## config.mk

```make
export PLATFORM = sky130hd
export DESIGN_NAME = ula_multiciclo_flat
export DESIGN_NICKNAME = d
export VERILOG_FILES = /design/src/rtl/ula_multiciclo_pkg.sv /design/src/rtl/ula_multiciclo_if.sv /design/src/rtl/ula_muldiv_iter.sv /design/src/rtl/ula_multiciclo.sv /design/src/flat_wrapper.sv
export SDC_FILE = /design/constraint.sdc
export NUM_CORES = 1
export LEC_CHECK = 0
export CELL_PAD_IN_SITES_DETAIL_PLACEMENT = 0
export CELL_PAD_IN_SITES_GLOBAL_PLACEMENT = 1
export CORE_AREA = 10 10 295 353
export CTS_CLUSTER_SIZE = 28
export DETAILED_ROUTE_END_ITERATION = 10
export DIE_AREA = 0 0 305 363
export GPL_TIMING_DRIVEN = 0
export PLACE_DENSITY_LB_ADDON = 0.1
export SYNTH_ARGS = -nofsm -noshare
export SYNTH_HDL_FRONTEND = slang
export SYNTH_SLANG_ARGS = --single-unit
```

## constraint.sdc

```tcl
create_clock -name clk -period 9.2 [get_ports clk]
set_input_delay 1.84 -clock clk [delete_from_list [all_inputs] [get_ports clk]]
set_output_delay 1.84 -clock clk [all_outputs]
set_load 0.01 [all_outputs]
```

## src/rtl/ula_multiciclo_pkg.sv

```systemverilog
// Shared encodings for the multicycle ALU: OpALU codes, R-type funct codes, FSM states.
package ula_multiciclo_pkg;

  // OpALU encodings from the main control unit
  localparam logic [1:0] OP_ADD   = 2'b00;
  localparam logic [1:0] OP_SUB   = 2'b01;
  localparam logic [1:0] OP_FUNCT = 2'b10;
  localparam logic [1:0] OP_ILL   = 2'b11;

  // R-type funct codes
  localparam logic [5:0] F_ADD   = 6'b100000;
  localparam logic [5:0] F_ADDU  = 6'b100001;
  localparam logic [5:0] F_SUB   = 6'b100010;
  localparam logic [5:0] F_SUBU  = 6'b100011;
  localparam logic [5:0] F_AND   = 6'b100100;
  localparam logic [5:0] F_OR    = 6'b100101;
  localparam logic [5:0] F_XOR   = 6'b100110;
  localparam logic [5:0] F_NOR   = 6'b100111;
  localparam logic [5:0] F_SLT   = 6'b101010;
  localparam logic [5:0] F_SLTU  = 6'b101011;
  localparam logic [5:0] F_MFHI  = 6'b010000;
  localparam logic [5:0] F_MFLO  = 6'b010010;
  localparam logic [5:0] F_MULT  = 6'b011000;
  localparam logic [5:0] F_MULTU = 6'b011001;
  localparam logic [5:0] F_DIV   = 6'b011010;
  localparam logic [5:0] F_DIVU  = 6'b011011;

  typedef enum logic [2:0] {
    StIdle = 3'd0,
    StMul  = 3'd1,
    StDiv  = 3'd2,
    StFix  = 3'd3,
    StDone = 3'd4
  } state_e;

endpackage

```

## src/rtl/ula_multiciclo_if.sv

```systemverilog
// Operation/result handshake bundle between the EX-stage control and the ALU.
interface ula_multiciclo_if #(
  parameter int unsigned WIDTH = 32
);
  logic             in_valid;
  logic             in_ready;
  logic [1:0]       OpALU;
  logic [5:0]       funct;
  logic [WIDTH-1:0] a;
  logic [WIDTH-1:0] b;
  logic             out_valid;
  logic             out_ready;
  logic [WIDTH-1:0] outputULA;
  logic             zero;
  logic             overflow;
  logic             illegal;

  // Control/datapath side: presents operations, consumes results
  modport master (
    output in_valid, OpALU, funct, a, b, out_ready,
    input  in_ready, out_valid, outputULA, zero, overflow, illegal
  );

  // ALU side
  modport slave (
    input  in_valid, OpALU, funct, a, b, out_ready,
    output in_ready, out_valid, outputULA, zero, overflow, illegal
  );
endinterface

```

## src/rtl/ula_muldiv_iter.sv

```systemverilog
// Iterative unsigned engine: shift-add multiply or restoring divide, one bit per cycle.
// Multiply leaves the product in {hi,lo}; divide leaves remainder in hi, quotient in lo.
module ula_muldiv_iter #(
  parameter int unsigned WIDTH = 32,
  parameter int unsigned CNT_W = 6
) (
  input  logic             clk,
  input  logic             reset,
  input  logic             start,
  input  logic             is_div,
  input  logic [WIDTH-1:0] op_a,
  input  logic [WIDTH-1:0] op_b,
  output logic             busy,
  output logic             done,
  output logic [WIDTH-1:0] hi,
  output logic [WIDTH-1:0] lo
);

  localparam logic [CNT_W-1:0] LastCnt = CNT_W'(WIDTH - 1);

  logic [WIDTH-1:0] hi_q, hi_d, lo_q, lo_d, opb_q, opb_d;
  logic             div_q, div_d, busy_q, busy_d;
  logic [CNT_W-1:0] cnt_q, cnt_d;

  logic [WIDTH-1:0] mcand;
  logic [WIDTH:0]   add_sum, rem_shift, rem_diff;
  logic             rem_ge;

  // One iteration step of either algorithm; start reloads the operands
  always_comb begin
    hi_d   = hi_q;
    lo_d   = lo_q;
    opb_d  = opb_q;
    div_d  = div_q;
    busy_d = busy_q;
    cnt_d  = cnt_q;

    mcand     = lo_q[0] ? opb_q : {WIDTH{1'b0}};
    add_sum   = {1'b0, hi_q} + {1'b0, mcand};
    // Partial remainder needs one extra bit: 2*rem+1 can reach 2*divisor-1
    rem_shift = {hi_q, lo_q[WIDTH-1]};
    rem_diff  = rem_shift - {1'b0, opb_q};
    rem_ge    = rem_shift >= {1'b0, opb_q};

    if (start) begin
      hi_d   = '0;
      lo_d   = op_a;
      opb_d  = op_b;
      div_d  = is_div;
      cnt_d  = '0;
      busy_d = 1'b1;
    end else if (busy_q) begin
      if (div_q) begin
        hi_d = rem_ge ? rem_diff[WIDTH-1:0] : rem_shift[WIDTH-1:0];
        lo_d = {lo_q[WIDTH-2:0], rem_ge};
      end else begin
        {hi_d, lo_d} = {add_sum, lo_q[WIDTH-1:1]};
      end
      cnt_d = cnt_q + 1'b1;
      if (cnt_q == LastCnt) busy_d = 1'b0;
    end
  end

  // Engine state register
  always_ff @(posedge clk or posedge reset) begin
    if (reset) begin
      hi_q   <= '0;
      lo_q   <= '0;
      opb_q  <= '0;
      div_q  <= 1'b0;
      busy_q <= 1'b0;
      cnt_q  <= '0;
    end else begin
      hi_q   <= hi_d;
      lo_q   <= lo_d;
      opb_q  <= opb_d;
      div_q  <= div_d;
      busy_q <= busy_d;
      cnt_q  <= cnt_d;
    end
  end

  assign busy = busy_q;
  // High during the cycle whose edge performs the final step
  assign done = busy_q && (cnt_q == LastCnt);
  assign hi   = hi_q;
  assign lo   = lo_q;

endmodule

```

## src/rtl/ula_multiciclo.sv

```systemverilog
// Multicycle EX-stage ALU: decodes OpALU/funct, registers results behind valid/ready,
// and runs MULT/DIV through the iterative engine with HI/LO commit in the FIX state.
module ula_multiciclo
  import ula_multiciclo_pkg::*;
#(
  parameter int unsigned WIDTH = 32,
  parameter int unsigned CNT_W = 6
) (
  input logic            clk,
  input logic            reset,
  ula_multiciclo_if.slave bus
);

  state_e           state_q, state_d;
  logic [WIDTH-1:0] hi_q, hi_d, lo_q, lo_d, res_q, res_d, a_q, a_d;
  logic             zero_q, zero_d, ovf_q, ovf_d, ill_q, ill_d;
  logic             sa_q, sa_d, sb_q, sb_d, sgn_q, sgn_d, div_q, div_d, bz_q, bz_d;

  logic [WIDTH-1:0] sum, diff, sc_res, mag_a, mag_b;
  logic             add_ovf, sub_ovf, sc_ovf, sc_ill, iter, iter_div, iter_signed;
  logic             eng_start, eng_busy, eng_done;
  logic [WIDTH-1:0] eng_hi, eng_lo, quo, rem, fix_hi, fix_lo;
  logic [2*WIDTH-1:0] prod, prod_fix;

  // Decode and single-cycle datapath on the live operands
  always_comb begin
    sc_res      = '0;
    sc_ovf      = 1'b0;
    sc_ill      = 1'b0;
    iter        = 1'b0;
    iter_div    = 1'b0;
    iter_signed = 1'b0;
    sum         = bus.a + bus.b;
    diff        = bus.a - bus.b;
    add_ovf     = (bus.a[WIDTH-1] == bus.b[WIDTH-1]) && (sum[WIDTH-1] != bus.a[WIDTH-1]);
    sub_ovf     = (bus.a[WIDTH-1] != bus.b[WIDTH-1]) && (diff[WIDTH-1] != bus.a[WIDTH-1]);
    case (bus.OpALU)
      OP_ADD: sc_res = sum;
      OP_SUB: sc_res = diff;
      OP_FUNCT: begin
        case (bus.funct)
          F_ADD:   begin sc_res = sum;  sc_ovf = add_ovf; end
          F_ADDU:  sc_res = sum;
          F_SUB:   begin sc_res = diff; sc_ovf = sub_ovf; end
          F_SUBU:  sc_res = diff;
          F_AND:   sc_res = bus.a & bus.b;
          F_OR:    sc_res = bus.a | bus.b;
          F_XOR:   sc_res = bus.a ^ bus.b;
          F_NOR:   sc_res = ~(bus.a | bus.b);
          F_SLT:   sc_res = {{(WIDTH-1){1'b0}}, $signed(bus.a) < $signed(bus.b)};
          F_SLTU:  sc_res = {{(WIDTH-1){1'b0}}, bus.a < bus.b};
          F_MFHI:  sc_res = hi_q;
          F_MFLO:  sc_res = lo_q;
          F_MULT:  begin iter = 1'b1; iter_signed = 1'b1; end
          F_MULTU: iter = 1'b1;
          F_DIV:   begin iter = 1'b1; iter_div = 1'b1; iter_signed = 1'b1; end
          F_DIVU:  begin iter = 1'b1; iter_div = 1'b1; end
          default: sc_ill = 1'b1;
        endcase
      end
      default: sc_ill = 1'b1;
    endcase
    mag_a = (iter_signed && bus.a[WIDTH-1]) ? -bus.a : bus.a;
    mag_b = (iter_signed && bus.b[WIDTH-1]) ? -bus.b : bus.b;
  end

  // Sign correction of the raw engine result, consumed in FIX
  always_comb begin
    prod     = {eng_hi, eng_lo};
    prod_fix = (sgn_q && (sa_q ^ sb_q)) ? -prod : prod;
    quo      = (sgn_q && (sa_q ^ sb_q)) ? -eng_lo : eng_lo;
    rem      = (sgn_q && sa_q) ? -eng_hi : eng_hi;
    if (!div_q) begin
      {fix_hi, fix_lo} = prod_fix;
    end else if (bz_q) begin
      fix_hi = a_q;
      fix_lo = '1;
    end else begin
      fix_hi = rem;
      fix_lo = quo;
    end
  end

  // Handshake FSM next-state and result registers
  always_comb begin
    state_d   = state_q;
    hi_d      = hi_q;
    lo_d      = lo_q;
    res_d     = res_q;
    zero_d    = zero_q;
    ovf_d     = ovf_q;
    ill_d     = ill_q;
    a_d       = a_q;
    sa_d      = sa_q;
    sb_d      = sb_q;
    sgn_d     = sgn_q;
    div_d     = div_q;
    bz_d      = bz_q;
    eng_start = 1'b0;
    case (state_q)
      StIdle: begin
        if (bus.in_valid) begin
          if (iter) begin
            a_d       = bus.a;
            sa_d      = bus.a[WIDTH-1];
            sb_d      = bus.b[WIDTH-1];
            sgn_d     = iter_signed;
            div_d     = iter_div;
            bz_d      = (bus.b == '0);
            eng_start = 1'b1;
            state_d   = iter_div ? StDiv : StMul;
          end else begin
            res_d   = sc_res;
            zero_d  = (sc_res == '0);
            ovf_d   = sc_ovf;
            ill_d   = sc_ill;
            state_d = StDone;
          end
        end
      end
      StMul, StDiv: begin
        if (eng_busy && eng_done) state_d = StFix;
      end
      StFix: begin
        hi_d    = fix_hi;
        lo_d    = fix_lo;
        res_d   = fix_lo;
        zero_d  = 1'b0;
        ovf_d   = 1'b0;
        ill_d   = 1'b0;
        state_d = StDone;
      end
      StDone: begin
        if (bus.out_ready) state_d = StIdle;
      end
      default: state_d = StIdle;
    endcase
  end

  // State and result registers; reset aborts any iteration in flight
  always_ff @(posedge clk or posedge reset) begin
    if (reset) begin
      state_q <= StIdle;
      hi_q    <= '0;
      lo_q    <= '0;
      res_q   <= '0;
      zero_q  <= 1'b0;
      ovf_q   <= 1'b0;
      ill_q   <= 1'b0;
      a_q     <= '0;
      sa_q    <= 1'b0;
      sb_q    <= 1'b0;
      sgn_q   <= 1'b0;
      div_q   <= 1'b0;
      bz_q    <= 1'b0;
    end else begin
      state_q <= state_d;
      hi_q    <= hi_d;
      lo_q    <= lo_d;
      res_q   <= res_d;
      zero_q  <= zero_d;
      ovf_q   <= ovf_d;
      ill_q   <= ill_d;
      a_q     <= a_d;
      sa_q    <= sa_d;
      sb_q    <= sb_d;
      sgn_q   <= sgn_d;
      div_q   <= div_d;
      bz_q    <= bz_d;
    end
  end

  ula_muldiv_iter #(
    .WIDTH (WIDTH),
    .CNT_W (CNT_W)
  ) u_iter (
    .clk    (clk),
    .reset  (reset),
    .start  (eng_start),
    .is_div (iter_div),
    .op_a   (mag_a),
    .op_b   (mag_b),
    .busy   (eng_busy),
    .done   (eng_done),
    .hi     (eng_hi),
    .lo     (eng_lo)
  );

  assign bus.in_ready  = (state_q == StIdle);
  assign bus.out_valid = (state_q == StDone);
  assign bus.outputULA = res_q;
  assign bus.zero      = zero_q;
  assign bus.overflow  = ovf_q;
  assign bus.illegal   = ill_q;

endmodule

```

## src/flat_wrapper.sv

```systemverilog
// flat-port wrapper written by rule: the top's interface ports become plain ports
module ula_multiciclo_flat import ula_multiciclo_pkg::*;
#(
  parameter int unsigned WIDTH = 32,
  parameter int unsigned CNT_W = 6
)
  (clk, reset, bus_in_valid, bus_OpALU, bus_funct, bus_a, bus_b, bus_out_ready, bus_in_ready, bus_out_valid, bus_outputULA, bus_zero, bus_overflow, bus_illegal);
  ula_multiciclo_if #(.WIDTH(WIDTH)) bus_i ();
  input logic clk;
  input logic reset;
  input wire logic [$bits(bus_i.in_valid)-1:0] bus_in_valid;
  input wire logic [$bits(bus_i.OpALU)-1:0] bus_OpALU;
  input wire logic [$bits(bus_i.funct)-1:0] bus_funct;
  input wire logic [$bits(bus_i.a)-1:0] bus_a;
  input wire logic [$bits(bus_i.b)-1:0] bus_b;
  input wire logic [$bits(bus_i.out_ready)-1:0] bus_out_ready;
  output wire logic [$bits(bus_i.in_ready)-1:0] bus_in_ready;
  output wire logic [$bits(bus_i.out_valid)-1:0] bus_out_valid;
  output wire logic [$bits(bus_i.outputULA)-1:0] bus_outputULA;
  output wire logic [$bits(bus_i.zero)-1:0] bus_zero;
  output wire logic [$bits(bus_i.overflow)-1:0] bus_overflow;
  output wire logic [$bits(bus_i.illegal)-1:0] bus_illegal;
  assign bus_i.in_valid = bus_in_valid;
  assign bus_i.OpALU = bus_OpALU;
  assign bus_i.funct = bus_funct;
  assign bus_i.a = bus_a;
  assign bus_i.b = bus_b;
  assign bus_i.out_ready = bus_out_ready;
  assign bus_in_ready = bus_i.in_ready;
  assign bus_out_valid = bus_i.out_valid;
  assign bus_outputULA = bus_i.outputULA;
  assign bus_zero = bus_i.zero;
  assign bus_overflow = bus_i.overflow;
  assign bus_illegal = bus_i.illegal;
  ula_multiciclo #(.WIDTH(WIDTH), .CNT_W(CNT_W)) u_core (.clk(clk), .reset(reset), .bus(bus_i));
endmodule
```

**After elaboration in Yosys (flattened, before gate mapping)**

Cells that the tools add are included.

- Logic and storage cells: 148
- Bits of input ports: 76
- Output and inout port bits: 37
- Flip-flop bits (word level): 243

- Add/sub/neg operators: 10
- Muxes and demuxes: 55
- Bitwise operators: 5
- Equality and inequality tests: 31
- Reduce and logical (&&, ||, !) cells: 25
- Magnitude comparators: 3

Operators by type and width:

| kind | number |
|---|---|
| $mux W32 | 18 |
| $pmux W32 S10 | 1 |
| $neg A32 Y32 | 4 |
| $pmux W32 S3 | 1 |
| $logic_not A32 Y1 | 2 |
| $lt A32 B32 Y1 | 2 |
| $mux W64 | 1 |
| $neg A64 Y64 | 1 |
| $pmux W32 S2 | 1 |
| $sub A32 B32 Y32 | 2 |
| $eq A6 B6 Y1 const B | 10 |
| $eq A6 B5 Y1 const B | 7 |
| $add A32 B32 Y33 | 1 |
| $ge A33 B32 Y1 | 1 |
| $add A32 B32 Y32 | 1 |
| $and A32 B32 Y32 | 1 |
| $not A32 Y32 | 1 |
| $or A32 B32 Y32 | 1 |
| $xor A32 B32 Y32 | 1 |
| $mux W1 | 20 |
| $reduce_or A16 Y1 | 1 |
| $mux W3 | 4 |
| $mux W6 | 2 |
| $pmux W3 S4 | 1 |
| 20 further kinds | 44 |

**Longest topological paths before layout**

Gate-level depths: netlist (run 1).

- Word-level depth: 8
- Depth in mapped cells: 16
- Gate-level depth less buffers: 15

**Modules after synthesis**

Synthesis (run 1) repeated with hierarchy kept, for this count alone.

- Cell total of the unflattened synthesis: 3,135
- Area, all modules: 23,936.7 µm²

Modules (own cells, without submodules):

| module | cells an instance | area an instance (µm²) | instances |
|---|---|---|---|
| ula_multiciclo | 2,061 | 15,349.7 | 1 |
| ula_muldiv_iter | 1,074 | 8,587.0 | 1 |

**Worst setup path before layout (run 1)**

No wires, ideal clock.

- Path kind: in2reg
- From: input bus_a[0]
- To: register u_core.res_q[30], in the netlist u_core.bus.outputULA[30]
- Setup time: 0.124 ns
- Stages: 15
- Data arrival time: 4.766 ns
- Path slack: 4.310 ns
- Data required time: 9.076 ns
- Cells stage by stage: inv_1 ha_1 inv_1 fa_1 nor2b_1 o211ai_1 a211oi_2 o21ai_1 a31oi_1 a211oi_2 o41ai_1 or3_1 o21ai_0 a21oi_1 a211o_1

- Word-level cells in the longest chain between the ends: 6
- Elaborated cells on any way between the ends: 7
- Those cells by class: add/sub: 2; mux: 5

RTL lines:

| item | line | text |
|---|---|---|
| start, declared | flat_wrapper.sv:14 | `input wire logic [$bits(bus_i.a)-1:0] bus_a;` |
| $sub A32 B32 Y32 / $add A32 B32 Y32 (equally long branches) | ula_multiciclo.sv:34, ula_multiciclo.sv:33 |  |
| $pmux W32 S10 | ula_multiciclo.sv:41 | `case (bus.funct)` |
| $pmux W32 S3 (*) | ula_multiciclo.sv:37 | `case (bus.OpALU)` |
| $mux W32 (*) | ula_multiciclo.sv:103 | `if (iter) begin` |
| $mux W32 (*) | ula_multiciclo.sv:102 | `if (bus.in_valid) begin` |
| $pmux W32 S2 (*) | ula_multiciclo.sv:100 | `case (state_q)` |
| end signal, assigned | ula_multiciclo.sv:160 | `res_q <= res_d;` |
| end, declared | ula_multiciclo.sv:15 | `logic [WIDTH-1:0] hi_q, hi_d, lo_q, lo_d, res_q, res_d, a_q, a_d;` |

Mark *: on every way between the ends. The rest lies on a longest branch, timed or not. The select of a mux whose other input is x is not followed.
A chain may end at the register's enable or synchronous reset.

**Worst setup path after layout (run 1)**

- From: input bus_funct[1]
- To: register u_core.zero_q, in the netlist u_core.bus.zero

- Word-level cells in the longest chain between the ends: 8
- Elaborated cells on any way between the ends: 29
- Those cells by class: eq/ne: 17; mux: 7; reduce/logical: 5

RTL lines:

| item | line | text |
|---|---|---|
| start, declared | flat_wrapper.sv:13 | `input wire logic [$bits(bus_i.funct)-1:0] bus_funct;` |
| $eq A6 B6 Y1 | ula_multiciclo.sv:41 |  |
| $reduce_or A2 Y1 (no line) | -- |  |
| $pmux W32 S10 | ula_multiciclo.sv:41 |  |
| $pmux W32 S3 | ula_multiciclo.sv:37 |  |
| $logic_not A32 Y1 | ula_multiciclo.sv:114 | `zero_d = (sc_res == '0);` |
| $mux W1 | ula_multiciclo.sv:103 |  |
| $mux W1 | ula_multiciclo.sv:102 |  |
| $pmux W1 S2 | ula_multiciclo.sv:100 |  |
| end signal, assigned | ula_multiciclo.sv:161 | `zero_q <= zero_d;` |
| end, declared | ula_multiciclo.sv:16 | `logic zero_q, zero_d, ovf_q, ovf_d, ill_q, ill_d;` |

Several ways; a longest one is shown, not always the timed one. The select of a mux whose other input is x is not followed.

==> results of run 1 <==
==> logic make-up after synthesis <==
| family | synth area share, % |
|---|---|
| flip-flops | 25.1 |
| AO/OA/AOI/OAI | 30.0 |
| XOR/XNOR | 8.44 |
| adder cells (fa/ha/maj) | 9.07 |
| multiplexers | 3.61 |
| buffers and inverters | 6.05 |
| AND/OR/NAND/NOR | 17.8 |
==> flip-flops by register name, indices dropped and copies added, names as in the netlist <==
register	cells
u_core.a_q	31
u_core.state_q	3
u_core.lo_q	32
u_core.bz_q	1
u_core.sa_q	1
u_core.bus.overflow	1
u_core.u_iter.cnt_q	6
u_core.u_iter.opb_q	32
u_core.sb_q	1
u_core.hi_q	32
u_core.bus.outputULA	32
u_core.u_iter.busy	1
u_core.sgn_q	1
u_core.bus.zero	1
u_core.u_iter.hi	32
u_core.bus.illegal	1
u_core.u_iter.lo	32
u_core.u_iter.div_q	1
==> power groups by stage <==
stage / clock network (mW) / registers (mW) / logic (mW)
after floorplan: 0 / 1.57 / 2.57
after global placement: 0 / 1.69 / 3.93
after detailed placement: 0 / 1.69 / 3.93
after CTS: 1.24 / 1.67 / 3.97
after global routing: 1.28 / 1.71 / 4.35
final: 1.22 / 1.67 / 4.00
==> final cells by class <==
class                   count  area (um^2)
plain buffers             217          870
clock buffers              42          825
clock inverters             8          115
well taps                1270         1590
diodes                      1         2.50
flip-flops and latches    241         6030
inverters                 156          593
fillers                 10589        69000
multi-input cells        2515        16600
repair buffers            115         1180
==> cells in the final DEF (no fill, tap or decap), types with 83 or more instances in the layout <==
cell type	Yosys	final
sky130_fd_sc_hd__a21o_1	83	83
sky130_fd_sc_hd__nand2_1	333	333
sky130_fd_sc_hd__a21oi_1	247	247
sky130_fd_sc_hd__xnor2_1	134	134
sky130_fd_sc_hd__inv_1	155	154
sky130_fd_sc_hd__o21ai_0	317	317
sky130_fd_sc_hd__clkdlybuf4s50_1	0	109
sky130_fd_sc_hd__ha_1	168	168
sky130_fd_sc_hd__dfrtp_1	241	241
sky130_fd_sc_hd__xor2_1	98	98
sky130_fd_sc_hd__nor2_1	236	236
sky130_fd_sc_hd__clkbuf_1	173	181
==> Yosys cell counts (all sizes together), types with 32 or more instances <==
master	n
a21oi	248
xor2	98
a211oi	37
o21ai	340
nor2	237
o211ai	71
a221oi	33
nand2	335
dfrtp	241
nor4	32
nor3	51
buf	44
mux2i	79
clkbuf	173
nand3	55
a21o	83
ha	168
a31oi	44
xnor2	134
inv	155
==> per-stage QoR <==
step | hold WS [ps] | setup WS [ps]
2_1_floorplan | 442 | 744
3_3_place_gp | 454 | -3440
3_5_place_dp | 461 | 1130
4_1_cts | 475 | 1750
5_1_grt | 490 | 1530
6_report | 472 | 1610
==> routing by layer <==
layer,share of wire [%],global-route usage [%]
met1,42,28.2
met2,50,41.9
met3,3.4,1.48
met4,4.7,10.6
met5,0,0
==> final timing paths <==
check,from,to,slack (ps),cells past startpoint
worst min-delay path,u_core.lo_q[4]$_DFFE_PP0P_,u_core.lo_q[4]$_DFFE_PP0P_,470,1
worst max-delay path,bus_funct[1],u_core.bus.zero$_DFFE_PP0P_,1610,12
min in group asynchronous,reset,u_core.u_iter.lo[6]$_DFFE_PP0P_,1720,2
worst max register to register,u_core.u_iter.lo[0]$_DFFE_PP0P_,u_core.u_iter.hi[30]$_DFFE_PP0P_,4030,15
worst min register to register,u_core.lo_q[4]$_DFFE_PP0P_,u_core.lo_q[4]$_DFFE_PP0P_,470,1
max in group asynchronous,reset,u_core.bus.zero$_DFFE_PP0P_,6170,4
==> worst register-to-register path: cells and delay by family, from the launching register on <==
kind | cells | cell delay [ps]
and+or+nand+nor | 4 | 1680
adders and majority gates | 1 | 350
AOI/OAI and AO/OA | 8 | 1660
buffers and inverters | 2 | 840
DFF | 1 | 530
==> PnR_summary.wiki, run 1 <==
{| class="wikitable"
! Metric !! Value
|-
| Count of antenna-violating nets left after detailed routing || 0
|-
| Layout cells sized above 1 || 3.76%
|-
| Type of the tightest min-delay check || reg2reg
|-
| Clock sink count || 241
|-
| Required @ worst endpoint || around 9700 ps
|-
| Cell accounting for the most synthesized area || sky130_fd_sc_hd__dfrtp_1
|-
| Number of failing hold endpoints at the final stage || 0
|-
| Placer congestion estimate || roughly 0.93
|-
| Antenna violations before repair || 0
|-
| Maximum number of buffers from clock root to sink || 3
|-
| GRT Resource Usage Total || 23.3%
|-
| P_sw || 3.40 mW
|-
| Total of flip-flops plus latches after synthesis || 241
|-
| Top cell by count, worst path || sky130_fd_sc_hd__buf_1
|-
| Top post-synthesis cells by area || sky130_fd_sc_hd__dfrtp_1 (25%), sky130_fd_sc_hd__ha_1 (8.7%), sky130_fd_sc_hd__o21ai_0 (6.6%)
|-
| Slew Viols, Final || 0
|-
| Chip Height || 363 um
|-
| Worst skew pair latency || 590 ps
|-
| Net Count, Synth || 3377
|-
| Post-synthesis instance area || 24100 um^2
|-
| Core Util, Final || around 29%
|-
| Layout Area Growth over Synthesis || 15.6%
|-
| Cell Rows || 125
|-
| Post-DP HPWL || ~110000 um
|-
| Worst Tran Pin Value || 1420 ps
|-
| Width of the die || roughly 310 um
|-
| Initial detailed-routing violation count || roughly 2.3k
|-
| H-tree depth reported by CTS || 1
|-
| Part of the power in registers || 24.3%
|-
| Post-CTS clock slew at the launch and capture registers of the worst setup and hold paths || 60 ps
|-
| Sw frac || approximately half
|-
| Sum of negative setup slack || 0 ps
|-
| Async set-or-reset flop fraction in the synthesized netlist || 100%
|-
| Post-synth EDFFs || 0
|-
| Crit-path cells || clkdlybuf4s50_1, buf_2, buf_1, clkbuf_1, buf_1, mux2i_1, o21ai_0, a221oi_1, o31a_1, nand2_1, nor4_1, a22o_1
|-
| Count of instances resized after the clock tree is built || 0
|-
| Routed WL || 136000 um
|-
| Type of the worst setup path || in2reg
|-
| Starting density of the core || 24.9%
|-
| Boundary pin count || 113
|-
| Setup repair after global routing missed its margin || no
|-
| Count of TritonRoute iterations in the first routing pass || 6
|-
| Peak supply drop || between 0.0001 and 0.00015 V
|-
| Buf/Inv on CP || 5
|-
| Most frequently used flop master after synthesis || sky130_fd_sc_hd__dfrtp_1
|-
| Critical path's slowest cell || sky130_fd_sc_hd__a221oi_1
|-
| Final cell count without fillers || 4565
|-
| Synth top area share || roughly a quarter
|-
| Inserted Clock Buffers || 29
|-
| Final global-route overflow total || 0
|-
| CP Capture Type || register
|-
| Mean area per synthesized cell || approximately 7.7 um^2
|-
| TritonCTS clock tree || yes
|-
| Fin crit share || just over 80%
|-
| Data arrival time of the critical path || 8120 ps
|-
| Leakage dissipation || 11.8 nW
|-
| Internal Pwr Total || 3.49 mW
|-
| Final std cell area, no fill || around 28000 um^2
|-
| Area of the die || roughly 110000 um^2
|-
| Remaining routing DRC violations || 0
|-
| CTS Hold Buffers Added || 0
|-
| Kind of start point of the critical path || input port
|-
| Number of nets in the final layout || 3523
|-
| Vias || about 25k
|-
| Placed cell count || 4514
|-
| Peak per-stage delay on the critical path || 1200 ps
|-
| Pwr Total || 6.89 mW
|-
| Vias per std cell || 5.52
|-
| Largest net degree at the start of global routing || 97
|-
| Number of instances in the synthesized netlist || around 3.1k
|-
| Outcome || finished clean
|-
| WL per Instance || 29.7 um
|-
| Root buffer selected by CTS || sky130_fd_sc_hd__clkbuf_16
|-
| Number of global-route vias before repair || ~26k
|-
| Sequential cell area fraction in the yosys report || 25.1%
|-
| Total of endpoints with negative setup slack in the final report || 0
|-
| Port Buffers || 109
|-
| Maximum fanout along the worst path || 10
|-
| Combinational power share || 58.0%
|-
| Core area || 96800 um^2
|-
| First-pass GRT wire length || 190000 um
|-
| Yosys cell types || 93
|-
| Power density cells || 248 nW/um^2
|-
| Worst clock skew || 17.9 ps
|-
| Family of cells with the greatest summed delay on the critical path || buffers and inverters
|-
| Number of setup buffers added after CTS || 0
|-
| Fmax || 0.132 GHz
|-
| Max-capacitance violation count || 0
|-
| Area after detailed placement || 26900 um^2
|-
| Final worst path period need || 7590 ps
|-
| Power share of the clock group || 17.7%
|-
| Total of warnings raised by yosys || 0
|-
| Headroom to the max-slew limit || 5.36%
|}
Note: power is estimated with default switching activity, not from simulation.
==> run 2: changes to the inputs <==
==> constraint.sdc (replaced) <==
create_clock -name clk -period 6.55 [get_ports clk]
set_input_delay 1.31 -clock clk [delete_from_list [all_inputs] [get_ports clk]]
set_output_delay 1.31 -clock clk [all_outputs]
set_load 0.01 [all_outputs]
==> run 2 against run 1 <==
Compared with the run above: die area unchanged; the flow now finishes with violations (max-capacitance violations, negative setup slack); critical endpoint unchanged; worst hold slack better by 6.4 ps; sequential power rose by 41%; clock skew is 2.9 ps lower; flip-flop and latch count did not move; combinational power rose by 41%; clock power grew 48%; final cell count increased by 0.13%; via count increased by 0.94%.
==> PnR_summary.wiki, run 2 (synthesis gave the netlist of run 1 again) <==
{| class="wikitable"
! Metric !! Value
|-
| Routed WL || 137000 um
|-
| Storage element area || approximately 6000 um^2
|-
| Post-CTS clock slew at the launch and capture registers of the worst setup and hold paths || 60 ps
|-
| Worst Reg2Reg Path Length in Cells || 15
|-
| Power density cells || 349 nW/um^2
|-
| Number of nets in the final layout || 3529
|-
| WL per Instance || 30.0 um
|-
| Worst Setup SP || bus_a[19]
|-
| H-tree depth reported by CTS || 1
|-
| Count of antenna-violating nets left after detailed routing || 0
|-
| Remaining routing DRC violations || 0
|-
| Leakage dissipation || 11.9 nW
|-
| Core Util, Final || 29.0%
|-
| Highest-count cells in the layout ignoring fill and taps || sky130_fd_sc_hd__nand2_1 (333), sky130_fd_sc_hd__o21ai_0 (317), sky130_fd_sc_hd__a21oi_1 (246)
|-
| Root buffer selected by CTS || sky130_fd_sc_hd__clkbuf_16
|-
| Area occupied by multi-input gates || 16700 um^2
|-
| Vias || 25.4k
|-
| Placer congestion estimate || 0.935
|-
| Critical path's slowest cell || sky130_fd_sc_hd__a211oi_1
|-
| Initial detailed-routing violation count || 2206
|-
| Kind of start point of the critical path || input port
|-
| Area of the die || around 110000 um^2
|-
| Largest net degree at the start of global routing || 39
|-
| Type of the tightest min-delay check || reg2reg
|-
| Slew Viols, Final || 0
|-
| Clock sink count || 241
|-
| Peak per-stage delay on the critical path || 910 ps
|-
| Maximum number of buffers from clock root to sink || 3
|-
| Type of the worst setup path || in2reg
|-
| Fill count || 10.6k
|-
| Violations in the final reports || max-capacitance violations, negative setup slack
|-
| Crit-path cells || clkdlybuf4s50_1, inv_1, ha_1, clkbuf_1, nand3_1, or4_1, a211oi_1, a21oi_1, a311oi_1, o2111ai_1, nor4b_1, o2111ai_1, nor4_1, a22o_1
|-
| Starting density of the core || about a quarter
|-
| Max-capacitance violation count || 1
|-
| Boundary pin count || between 100 and 150
|-
| TritonCTS clock tree || yes
|-
| Width of the die || 305 um
|-
| GRT Resource Usage Total || 23.7%
|-
| Minimum setup slack among reg-to-reg paths || ~1500 ps
|-
| First-pass GRT wire length || 193000 um
|-
| Maximum fanout along the worst path || 10
|-
| Reg2reg start || u_core.u_iter.lo[0]$_DFFE_PP0P_
|-
| Post-DP HPWL || 114000 um
|-
| Port Buffers || between 100 and 150
|-
| Required @ worst endpoint || 7070 ps
|-
| Worst Tran Pin Value || 1490 ps
|-
| CP Capture Type || register
|-
| Fin crit share || 101%
|-
| Core area || 96800 um^2
|-
| Headroom to the max-slew limit || 0.700%
|-
| Worst setup slack after placement || -1030 ps
|-
| Data arrival time of the critical path || 7110 ps
|-
| Cell Rows || around 130
|-
| Number of failing hold endpoints at the final stage || 0
|-
| Outcome || finished with violations
|-
| Count of TritonRoute iterations in the first routing pass || 6
|-
| Chip Height || 363 um
|-
| Layout Area Growth over Synthesis || 16.5%
|-
| Top cell by count, worst path || sky130_fd_sc_hd__o2111ai_1
|-
| Antenna violations before repair || 1
|-
| Total of endpoints with negative setup slack in the final report || 1
|-
| Peak supply drop || 0.000192 V
|-
| Inserted Clock Buffers || 29
|-
| Setup repair after global routing missed its margin || no
|-
| Worst clock skew || 15.0 ps
|-
| Final worst path period need || 6590 ps
|-
| Vias per std cell || 5.57
|-
| Antenna diodes || 0
|-
| Terminus of the critical flop-to-flop path || u_core.u_iter.hi[30]$_DFFE_PP0P_
|-
| Worst skew pair latency || around 600 ps
|-
| Fmax || 0.152 GHz
|-
| Critical Path End || u_core.bus.zero$_DFFE_PP0P_
|-
| Final critical-path setup slack || -36.1 ps
|-
| Most common cell after layout, fill and taps aside || sky130_fd_sc_hd__nand2_1
|-
| Pwr Total || 9.78 mW
|-
| Number of global-route vias before repair || 26.0k
|-
| CTS Hold Buffers Added || 0
|-
| Layout cells sized above 1 || 4.36%
|-
| Final global-route overflow total || 0
|}
[run 2: changes by cell type in the layout (fill, tap and decap cells not counted), sizes merged]
cell / delta
bufinv: +2
clkinv: +2
diode: -1
buf: +5
clkdlybuf4s15: +1
inv: +1
clkbuf: -7
clkinvlp: +3
[run 2: layer usage]
| layer | track usage, % | up-vias | wire (um) |
|---|---|---|---|
| met3 | 1.44 | 202 | 4920 |
| met1 | 28.6 | 12737 | 57000 |
| li1 | - | 11672 | - |
| met4 | 10.0 | 0 | 6250 |
| met5 | 0 | - | 0 |
| met2 | 43.2 | 830 | 69100 |
[run 2: timing repair]
| action | in CTS | in global routing |
|---|---|---|
| resized for setup | 5 | 4 |
| setup endpoints to repair | 2 | 1 |
| buffers inserted | 0 | 0 |
[run 2: final cells by class]
type	instances	share of cell area, %
buffer	217	3.13
clock buffer	35	2.81
clock inverter	16	0.816
inverter	156	2.10
multi-input combinational	2515	59.4
sequential	241	21.5
tap	1270	5.67
timing repair buffer	121	4.61
[run 2: worst max-delay path: cells and delay by family]
kind,cells,cell delay (ps)
adders and majority gates,1,310
AOI/OAI and AO/OA,6,2370
buffers and inverters,3,1300
and+or+nand+nor,4,1780
[run 2: stage by stage]
step / TNS (ps) / area [um^2] / hold slack (ps) / std cells
2_1_floorplan: 0 / 24100 / 442 / 3129
3_3_place_gp: -79900 / 26800 / 452 / 4508
3_5_place_dp: -2010 / 27000 / 464 / 4520
4_1_cts: 0 / 28000 / 480 / 4571
5_1_grt: 0 / 28000 / 488 / 4571
6_report: -36.1 / 28000 / 479 / 4571
[run 2: worst min-delay path by stage]
| stage | from | to | slack (ps) | depth (start not counted) |
|---|---|---|---|---|
| after floorplan | u_core.lo_q[15]$_DFFE_PP0P_ | u_core.lo_q[15]$_DFFE_PP0P_ | 440 | 1 |
| after global placement | u_core.lo_q[6]$_DFFE_PP0P_ | u_core.lo_q[6]$_DFFE_PP0P_ | 450 | 1 |
| after detailed placement | u_core.lo_q[6]$_DFFE_PP0P_ | u_core.lo_q[6]$_DFFE_PP0P_ | 460 | 1 |
| after CTS | u_core.lo_q[27]$_DFFE_PP0P_ | u_core.lo_q[27]$_DFFE_PP0P_ | 480 | 1 |
| after global routing | u_core.lo_q[30]$_DFFE_PP0P_ | u_core.lo_q[30]$_DFFE_PP0P_ | 490 | 1 |
| final | u_core.u_iter.opb_q[14]$_DFFE_PP0P_ | u_core.u_iter.opb_q[14]$_DFFE_PP0P_ | 480 | 2 |
[run 2: power breakdown]
group / internal (mW) / switching [mW] / total [mW]
combinational: 2.06 / 3.56 / 5.62
clock: 1.05 / 0.759 / 1.81
sequential: 1.87 / 0.479 / 2.35
total: 4.99 / 4.80 / 9.78
==> run 3: changes to the inputs <==
--- a/config.mk
+++ b/config.mk
@@ -7,10 +7,10 @@
 export LEC_CHECK = 0
 export CELL_PAD_IN_SITES_DETAIL_PLACEMENT = 0
 export CELL_PAD_IN_SITES_GLOBAL_PLACEMENT = 1
-export CORE_AREA = 10 10 295 353
+export CORE_AREA = 10 10 230 276
 export CTS_CLUSTER_SIZE = 28
 export DETAILED_ROUTE_END_ITERATION = 10
-export DIE_AREA = 0 0 305 363
+export DIE_AREA = 0 0 240 286
 export GPL_TIMING_DRIVEN = 0
 export PLACE_DENSITY_LB_ADDON = 0.1
 export SYNTH_ARGS = -nofsm -noshare
==> run 3 against run 2 <==
Compared with the run above: the run ends with negative setup slack left; clock skew up 18 ps; combinational power shrank 2%; flip-flop and latch count is the same; register-to-register slack got worse by 250 ps; fmax shrank 0.18%; setup slack worse by 12 ps; via count increased by 1.3%; non-clock buffer count down 4; design area shrank 2.8%; die area down 38%; critical path type unchanged; critical endpoint unchanged; largest power group unchanged.
==> PnR_summary.wiki, run 3 (synthesis gave the netlist of run 1 again) <==
{| class="wikitable"
! Metric !! Value
|-
| Cell Rows || 97
|-
| Final global-route overflow total || 0
|-
| Worst skew pair latency || 580 ps
|-
| Fin crit share || 101%
|-
| Post-route worst hold slack || 474 ps
|-
| Number of global-route vias before repair || 25.4k
|-
| Width of the die || ~240 um
|-
| Startpoint of the worst hold path || u_core.lo_q[15]$_DFFE_PP0P_
|-
| Post-CTS clock slew at the launch and capture registers of the worst setup and hold paths || approximately 70 ps
|-
| GRT Resource Usage Total || 33.3%
|-
| Headroom to the max-slew limit || 9.25%
|-
| CP Capture Type || register
|-
| Minimum setup slack among reg-to-reg paths || 1230 ps
|-
| Port Buffers || 109
|-
| Data arrival time of the critical path || 7110 ps
|-
| Placer congestion estimate || 0.995
|-
| Area of the die || about 69000 um^2
|-
| CTS Hold Buffers Added || 0
|-
| Largest net degree at the start of global routing || 44
|-
| Max-capacitance violation count || 0
|-
| Reg2reg start || u_core.u_iter.lo[0]$_DFFE_PP0P_
|-
| Highest-count cells in the layout ignoring fill and taps || sky130_fd_sc_hd__nand2_1 (333), sky130_fd_sc_hd__o21ai_0 (317), sky130_fd_sc_hd__a21oi_1 (247)
|-
| Kind of start point of the critical path || input port
|-
| Routed WL || 118000 um
|-
| Power density cells || 353 nW/um^2
|-
| Number of setup buffers added after CTS || 0
|-
| Fmax || 0.152 GHz
|-
| Number of nets in the final layout || 3523
|-
| Type of the worst setup path || in2reg
|-
| End point of the most critical hold path || u_core.lo_q[15]$_DFFE_PP0P_
|-
| Final std cell area, no fill || between 20000 and 30000 um^2
|-
| Initial detailed-routing violation count || roughly 2.8k
|-
| WL per Instance || 29.3 um
|-
| Leakage dissipation || 11.8 nW
|-
| Maximum number of buffers from clock root to sink || 3
|-
| Count of TritonRoute iterations in the first routing pass || 8
|-
| H-tree depth reported by CTS || 1
|-
| Violations in the final reports || negative setup slack
|-
| Peak supply drop || around 0.00014 V
|-
| Required @ worst endpoint || 7070 ps
|-
| Worst Tran Pin Value || 1360 ps
|-
| Area after detailed placement || 26300 um^2
|-
| Root buffer selected by CTS || sky130_fd_sc_hd__clkbuf_16
|-
| Layout Area Growth over Synthesis || 13.3%
|-
| Worst setup slack after placement || -589 ps
|-
| Number of cells on the worst hold path || 1
|-
| Core Util, Final || 47.0%
|-
| Fill count || 5967
|-
| Layout cells sized above 1 || 3.85%
|-
| Clock sink count || 241
|-
| Worst clock skew || between 30 and 40 ps
|-
| Count of antenna-violating nets left after detailed routing || 0
|-
| Terminus of the critical flop-to-flop path || u_core.u_iter.hi[30]$_DFFE_PP0P_
|-
| Chip Height || 286 um
|-
| Vias per std cell || 6.38
|-
| Worst Setup SP || bus_funct[1]
|-
| Maximum fanout along the worst path || 10
|-
| Count of instances resized after the clock tree is built || 0
|-
| Total of endpoints with negative setup slack in the final report || 1
|-
| Inserted Clock Buffers || 27
|-
| Vias || 25.8k
|-
| Remaining routing DRC violations || 0
|-
| Antenna violations before repair || 1
|-
| Pwr Total || a little under 10 mW
|-
| Core area || just under 60000 um^2
|-
| Type of the tightest min-delay check || reg2reg
|-
| Setup repair after global routing missed its margin || no
|-
| Worst Reg2Reg Path Length in Cells || 15
|-
| Post-DP HPWL || 96800 um
|-
| Number of failing hold endpoints at the final stage || 0
|-
| Most common cell after layout, fill and taps aside || sky130_fd_sc_hd__nand2_1
|-
| Boundary pin count || approximately 110
|-
| First-pass GRT wire length || between 150000 and 200000 um
|-
| Starting density of the core || about 41%
|-
| Outcome || finished with violations
|-
| Final worst path period need || 6600 ps
|-
| TritonCTS clock tree || yes
|-
| Final critical-path setup slack || -47.7 ps
|-
| Slew Viols, Final || 0
|}
==> run 3: changes by cell type in the layout (fill, tap and decap cells not counted), sizes merged <==
cell / before / now
buf: 55 / 52
bufinv: 5 / 7
clkbuf: 208 / 210
clkdlybuf4s15: 1 / 0
clkinv: 8 / 5
clkinvlp: 3 / 2
diode: 0 / 1
inv: 156 / 155
==> run 3: how the worst max path moves through the flow <==
stage                                  end
2_1_floorplan    u_core.a_q[0]$_DFFE_PP0P_
3_3_place_gp   u_core.bus.zero$_DFFE_PP0P_
3_5_place_dp   u_core.bus.zero$_DFFE_PP0P_
4_1_cts        u_core.bus.zero$_DFFE_PP0P_
5_1_grt        u_core.bus.zero$_DFFE_PP0P_
6_report       u_core.bus.zero$_DFFE_PP0P_
==> run 3: stage by stage <==
step | cells | TNS [ps]
after global placement | 3980 | -503
after global routing | 4038 | 0
after CTS | 4038 | 0
after detailed placement | 3988 | -693
after floorplan | 3129 | 0
final | 4039 | -47.7
==> run 3: final cells by class <==
cell class	instances	area, um^2	share of cell area, %
Sequential cell	241	6030	22.1
Multi-Input combinational cell	2515	16600	61.0
Buffer	217	870	3.19
Clock inverter	13	246	0.904
Timing Repair Buffer	117	1230	4.51
Tap cell	742	928	3.40
Inverter	156	589	2.16
Clock buffer	37	743	2.73
Antenna cell	1	2.50	0.00918
==> run 3: metal layers <==
metal	vias up	global-route usage, %	routed length [um]
li1	11639	-	-
met1	12566	40.1	46900
met2	1266	56.1	56000
met3	305	3.61	7410
met4	2	20.2	7840
met5	-	0	20
==> run 3: worst max-delay path, stage by stage <==
cell                              delay, ps
sky130_fd_sc_hd__clkdlybuf4s50_1        540
sky130_fd_sc_hd__buf_2                  310
sky130_fd_sc_hd__buf_1                  860
sky130_fd_sc_hd__clkbuf_1               770
sky130_fd_sc_hd__buf_1                  890
sky130_fd_sc_hd__mux2i_1                420
sky130_fd_sc_hd__o21ai_0                150
sky130_fd_sc_hd__a221oi_1               970
sky130_fd_sc_hd__o31a_1                 340
sky130_fd_sc_hd__nand2_1                 80
sky130_fd_sc_hd__nor4_1                 250
sky130_fd_sc_hd__a22o_1                 200
==> run 3: report_power, final <==
| part | internal, mW | switching (mW) | total (mW) | leakage [nW] |
|---|---|---|---|---|
| registers | 1.87 | 0.464 | 2.34 | 3.10 |
| logic | 2.06 | 3.47 | 5.53 | 8.24 |
| clock network | 1.07 | 0.692 | 1.76 | 0.482 |
| total | 5.00 | 4.63 | 9.63 | 11.8 |
